--- src/rtl/axis_protocol_monitor.sv ---
// Passive AXI-Stream monitor: sticky per-rule error flags plus packet byte and stall counters.
// Define AXISMON_STATS_EN to build the accepted-packet and accepted-beat statistics counters.
module axis_protocol_monitor #(
  parameter int DW         = 32,
  parameter int IDW        = 1,
  parameter int DESTW      = 1,
  parameter int UW         = 1,
  parameter int LGDEPTH    = 16,
  parameter int MAX_PACKET = 0,
  parameter int MIN_PACKET = 0,
  parameter int MAX_STALL  = 0
) (
  input  logic                 i_aclk,
  input  logic                 i_aresetn,
  input  logic                 i_tvalid,
  input  logic                 i_tready,
  input  logic                 i_tlast,
  input  logic [DW-1:0]        i_tdata,
  input  logic [DW/8-1:0]      i_tstrb,
  input  logic [DW/8-1:0]      i_tkeep,
  input  logic [IDW-1:0]       i_tid,
  input  logic [DESTW-1:0]     i_tdest,
  input  logic [UW-1:0]        i_tuser,
  input  logic                 i_clear,
  output logic [6:0]           o_err,
  output logic                 o_err_any,
  output logic [LGDEPTH-1:0]   o_bytecount,
  output logic [LGDEPTH-1:0]   o_stall_count,
  output logic [LGDEPTH-1:0]   o_pkt_count,
  output logic [LGDEPTH-1:0]   o_beat_count
);
  localparam int NB = DW / 8;
  localparam int LW = LGDEPTH + 1;
  localparam logic [LW-1:0]      MAXP = LW'(MAX_PACKET);
  localparam logic [LW-1:0]      MINP = LW'(MIN_PACKET);
  localparam logic [LGDEPTH-1:0] MAXS = LGDEPTH'(MAX_STALL);

  logic [DW-1:0]      data_q;
  logic [NB-1:0]      strb_q, keep_q;
  logic               last_q;
  logic [IDW-1:0]     id_q;
  logic [DESTW-1:0]   dest_q;
  logic [UW-1:0]      user_q;
  logic               stalled_q, stalled_d;
  logic               armed_q;
  logic [6:0]         err_q, err_d, new_err;
  logic               err_any_q, err_any_d;
  logic [LGDEPTH-1:0] bytecount_q, bytecount_d;
  logic [LGDEPTH-1:0] stall_cnt_q, stall_cnt_d;
  logic [LW-1:0]      vbytes, sum;
  logic               accept, data_diff, side_diff;

  always_comb begin
    accept    = i_tvalid && i_tready;
    stalled_d = i_tvalid && !i_tready;
    vbytes    = '0;
    data_diff = 1'b0;
    for (int i = 0; i < NB; i++) begin
      vbytes = vbytes + LW'(i_tkeep[i] & i_tstrb[i]);
      // Bytes the source marked as null in the held beat may legally change
      if (keep_q[i] && (i_tdata[8*i +: 8] != data_q[8*i +: 8])) data_diff = 1'b1;
    end
    side_diff = (i_tstrb != strb_q) || (i_tkeep != keep_q) || (i_tlast != last_q) ||
                (i_tid != id_q) || (i_tdest != dest_q) || (i_tuser != user_q);
    sum = LW'(bytecount_q) + vbytes;

    if (accept && i_tlast)   bytecount_d = '0;
    else if (accept)         bytecount_d = sum[LGDEPTH] ? '1 : sum[LGDEPTH-1:0];
    else                     bytecount_d = bytecount_q;

    if (stalled_d)           stall_cnt_d = (&stall_cnt_q) ? stall_cnt_q : stall_cnt_q + 1'b1;
    else                     stall_cnt_d = '0;

    new_err    = '0;
    new_err[0] = stalled_q && !i_tvalid;
    new_err[1] = stalled_q && (data_diff || side_diff);
    new_err[2] = i_tvalid && ((i_tstrb & ~i_tkeep) != '0);
    new_err[3] = (MAX_PACKET != 0) && accept && (sum > MAXP);
    new_err[4] = (MIN_PACKET != 0) && accept && i_tlast && (sum < MINP);
    new_err[5] = (MAX_STALL != 0) && stalled_d && (stall_cnt_d == MAXS);
    // The first cycle out of reset only checks that the source is not already asserting valid
    if (!armed_q) new_err = {i_tvalid, 6'b0};

    err_d     = i_clear ? new_err : (err_q | new_err);
    err_any_d = |err_d;
  end

  always_ff @(posedge i_aclk or negedge i_aresetn) begin
    if (!i_aresetn) begin
      data_q      <= '0;
      strb_q      <= '0;
      keep_q      <= '0;
      last_q      <= 1'b0;
      id_q        <= '0;
      dest_q      <= '0;
      user_q      <= '0;
      stalled_q   <= 1'b0;
      armed_q     <= 1'b0;
      err_q       <= '0;
      err_any_q   <= 1'b0;
      bytecount_q <= '0;
      stall_cnt_q <= '0;
    end else begin
      data_q      <= i_tdata;
      strb_q      <= i_tstrb;
      keep_q      <= i_tkeep;
      last_q      <= i_tlast;
      id_q        <= i_tid;
      dest_q      <= i_tdest;
      user_q      <= i_tuser;
      stalled_q   <= stalled_d;
      armed_q     <= 1'b1;
      err_q       <= err_d;
      err_any_q   <= err_any_d;
      bytecount_q <= bytecount_d;
      stall_cnt_q <= stall_cnt_d;
    end
  end

  assign o_err         = err_q;
  assign o_err_any     = err_any_q;
  assign o_bytecount   = bytecount_q;
  assign o_stall_count = stall_cnt_q;

`ifdef AXISMON_STATS_EN
  logic [LGDEPTH-1:0] pkt_q, pkt_d, beat_q, beat_d;

  always_comb begin
    pkt_d  = (accept && i_tlast) ? pkt_q + 1'b1 : pkt_q;
    beat_d = accept ? beat_q + 1'b1 : beat_q;
  end

  always_ff @(posedge i_aclk or negedge i_aresetn) begin
    if (!i_aresetn) begin
      pkt_q  <= '0;
      beat_q <= '0;
    end else begin
      pkt_q  <= pkt_d;
      beat_q <= beat_d;
    end
  end

  assign o_pkt_count  = pkt_q;
  assign o_beat_count = beat_q;
`else
  assign o_pkt_count  = '0;
  assign o_beat_count = '0;
`endif

endmodule
--- config.mk ---
export PLATFORM = sky130hd
export DESIGN_NAME = axis_protocol_monitor
export DESIGN_NICKNAME = d
export VERILOG_FILES = /design/src/rtl/axis_protocol_monitor.sv
export SDC_FILE = /design/constraint.sdc
export NUM_CORES = 1
export LEC_CHECK = 0
export ABC_AREA = 0
export CORE_UTILIZATION = 39
export DETAILED_ROUTE_END_ITERATION = 12
export MAX_ROUTING_LAYER = met4
export PLACE_DENSITY = 0.68
export SKIP_CTS_REPAIR_TIMING = 1
export SLEW_MARGIN = 15
export SYNTH_ARGS = -nofsm -noshare
export SYNTH_HDL_FRONTEND = slang
export SYNTH_SLANG_ARGS = --single-unit
--- constraint.sdc ---
create_clock -name i_aclk -period 3.4 [get_ports i_aclk]
set_clock_uncertainty 0.05 [all_clocks]
set_input_delay 0.68 -clock i_aclk [delete_from_list [all_inputs] [get_ports i_aclk]]
set_output_delay 0.68 -clock i_aclk [all_outputs]
set_load 0.02 [all_outputs]
==> results.sh, run 1 <==
export IMPL_stdcell_count=623
export IMPL_synth_area_leaders="dfrtp_1, xnor2_1, buf_4, xor2_1, nor2_1"
export IMPL_coreArea_um2=10300
export IMPL_ys_flop_type="dfrtp_1"
export IMPL_fin_crit_ns=3.24
export IMPL_power_density_nw_per_um2=401
export IMPL_path_cells="clkdlybuf4s50_1, nand2_1, fa_1, inv_1, fa_2, fa_2, and4_4, and4_1, a31o_2, a21oi_1, a221oi_1"
export IMPL_whs_ns=0.330
export IMPL_p_sw_mw=0.602
export IMPL_synth_seq_cells=86
export IMPL_grt_pass1_vias=2946
export IMPL_yosys_warnings=0
export IMPL_avgSynthCellArea_um2=10.7
export IMPL_vdd_drop_max_v=0.000258
export IMPL_register_area_um2=2150
export IMPL_cts_tree="yes"
export IMPL_dieWidth_um=105
export IMPL_crit_path_frequent_cell="fa_2"
export IMPL_synth_commonest_cells="dfrtp_1, buf_4, xnor2_1"
export IMPL_areaGrowthSynthToFinish_pct=28.3
export IMPL_drt_iter0_markers=111
export IMPL_rsz0062_at_grt="no"
export IMPL_antenna_found_initial=0
export IMPL_ant_nets=0
export IMPL_cts_path_max_buffers=2
export IMPL_maxSlewHeadroom=0.487
export IMPL_antenna_cells=0
export IMPL_cp_end_kind="flip-flop"
export IMPL_synth_top_area_share=0.522
export IMPL_io_buffers=88
export IMPL_cpMaxStageDelayCell="fa_1"
export IMPL_worst_pin_slew_ns=0.770
export IMPL_wl_mm=8.58
export IMPL_crit_buf_inv=2
export IMPL_dr_pass1_iters=5
export IMPL_clk_pin_slew_ns=0.09
export IMPL_combPwrFrac=0.154
export IMPL_critPathTopFamily="adder cells"
export IMPL_p_int_mw=1.52
export IMPL_grtUsageTotal=0.168
export IMPL_cts_sink_count=86
export IMPL_required_ns=3.54
export IMPL_finalSetupTns_ns=0
export IMPL_design_area_um2=5290
export IMPL_start_util=0.401
export IMPL_switching_share=0.284
export IMPL_drc=0
export IMPL_dp_hpwl_mm=6.17
export IMPL_fillers=932
export IMPL_drive_above_1_share=0.0780
export IMPL_max_freq_mhz=308
export IMPL_avgViaCountPerCell=4.90
export IMPL_crit_start="i_tstrb[0]"
export IMPL_drv_cap=0
export IMPL_finalSetupViolations=0
export IMPL_htree_levels=3
export IMPL_power_leakage_nw=2.25
export IMPL_run_status="complete, no violations"
export IMPL_seqPwrFrac=0.520
export IMPL_yosysMostFrequentCell="dfrtp_1"
export IMPL_yosys_area_top_type="dfrtp_1"
export IMPL_async_flop_share=1.00
export IMPL_crit_fanout=4
export IMPL_ys_seq_area_frac=0.522
export IMPL_grt_max_degree=87
export IMPL_r2r_start="o_bytecount[0]"
export IMPL_post_drt_wl_per_cell_um=13.8
export IMPL_fin_nets=536
export IMPL_hold_class="input port to asynchronous set/reset pin"
export IMPL_period_share=0.954
export IMPL_cts_buffers=9
export IMPL_fp_row_count=37
export IMPL_dieArea_um2=11000
export IMPL_vias=3054
export IMPL_clkPwrFrac=0.326
export IMPL_max_stage_delay_ns=0.51
export IMPL_final_util=0.515
export IMPL_grt_ovfl_total=0
export IMPL_crit_path_start_kind="input port"
export IMPL_syn_inst=385
export IMPL_drv_slew=0
export IMPL_synth_cell_area_um2=4120
export IMPL_gp_congestion=0.865
export IMPL_clockRootBuffer="clkbuf_8"
export IMPL_cp_arrival_ns=3.39
export IMPL_hold_viol_final=0
export IMPL_synth_edff_count=0
export IMPL_ios=121
export IMPL_critPathKind="input port to flip-flop"
export IMPL_die_y_um=105
export IMPL_multi_input_area_um2=1770
export IMPL_clock_latency_ns=0.35
export IMPL_dp_cells=607
export IMPL_synth_cell_types=49
export IMPL_dpl_instance_area_um2=5090
export IMPL_grt_pass1_wl_mm=14.4
## metal layers
| metal | vias to the layer above | global-route usage | share of wire |
|---|---|---|---|
| met3 | 6 | 0.0337 | 0.047 |
| met5 | - | - | 0 |
| li1 | 1479 | - | - |
| met4 | 0 | 0.0543 | 0.0087 |
| met1 | 1479 | 0.227 | 0.48 |
| met2 | 90 | 0.254 | 0.46 |
## kinds of logic after synthesis
| group | Yosys count | share of synthesized area |
|---|---|---|
| buffers and inverters | 55 | 0.0801 |
| adders and majority gates | 5 | 0.0206 |
| other | 2 | 0.00182 |
| DFF | 86 | 0.522 |
| muxes | 2 | 0.00485 |
| and+or+nand+nor | 119 | 0.154 |
| xor gates and xnor gates | 54 | 0.115 |
| AOI/OAI and AO/OA | 62 | 0.103 |
## flip-flops by register name, indices dropped and copies added, names as in the netlist, 4 cells and up
register,count
data_q,32
o_err,7
o_stall_count,16
o_bytecount,16
keep_q,4
strb_q,4
## placed cells by master, fill, tap and decap left out, drive strengths merged, types with 2 or more instances in the layout
cell           netlist  routed
a21oi               19      19
nand2               20      20
xnor2               31      31
dfrtp               86      86
o21ai               10      10
conb                 2      33
nor2                29      29
clkdlybuf4s50        0      86
nand4               14      14
and3                 8       8
a31oi                5       5
clkinvlp             0       2
or4                  3       3
xor2                23      23
o22a                 4       4
and4                 5       5
buf                 35      13
and2                 5       5
fa                   3       3
nor4                 7       7
inv                 10      13
clkbuf              10      10
nand3               14      14
nor3                 4       4
a41oi                4       4
mux2i                2       2
o21a                 3       3
nand2b               3       3
nor2b                3       3
ha                   2       2
or3                  3       3
o2111ai              6       6
## layout make-up
cell class              instances  area share
clock inverters                 6     0.00993
repair buffers                100       0.184
multi-input cells             275       0.334
inverters                      10     0.00710
clock buffers                  10      0.0260
flip-flops and latches         86       0.407
well taps                     136      0.0322
## worst paths after layout
| check | end | slack (ns) | depth (start not counted) |
|---|---|---|---|
| max in group asynchronous | last_q | 2.46 | 1 |
| min in group i_aclk | o_err[0] | 0.47 | 1 |
| worst min register to register | o_err[0] | 0.47 | 1 |
| worst max register to register | o_bytecount[9] | 0.61 | 10 |
| worst min-delay path | data_q[25] | 0.33 | 1 |
| worst max-delay path | o_bytecount[9] | 0.16 | 11 |
## per-stage QoR
stage	setup WS [ns]	power (mW)
finish	0.157	2.12
global route	0.0616	2.23
CTS	-0.0396	2.15
detailed placement	-0.411	1.45
global placement	-0.357	1.44
floorplan	0.00127	1.31
## power by group through the flow
stage	clock network (mW)	registers (mW)	logic, mW
5_1_grt	0.764	1.11	0.361
3_5_place_dp	0	1.12	0.326
4_1_cts	0.720	1.10	0.329
6_report	0.691	1.10	0.327
3_3_place_gp	0	1.12	0.324
2_1_floorplan	0	1.13	0.177
No activity file was read; power rests on OpenSTA's default activity.
==> inputs of run 2 (changes only) <==
Settings changed: SKIP_LAST_GASP set to 1.
==> results of run 2 <==
Same layout as run 1: the final DEF is identical, and so are final timing and power.
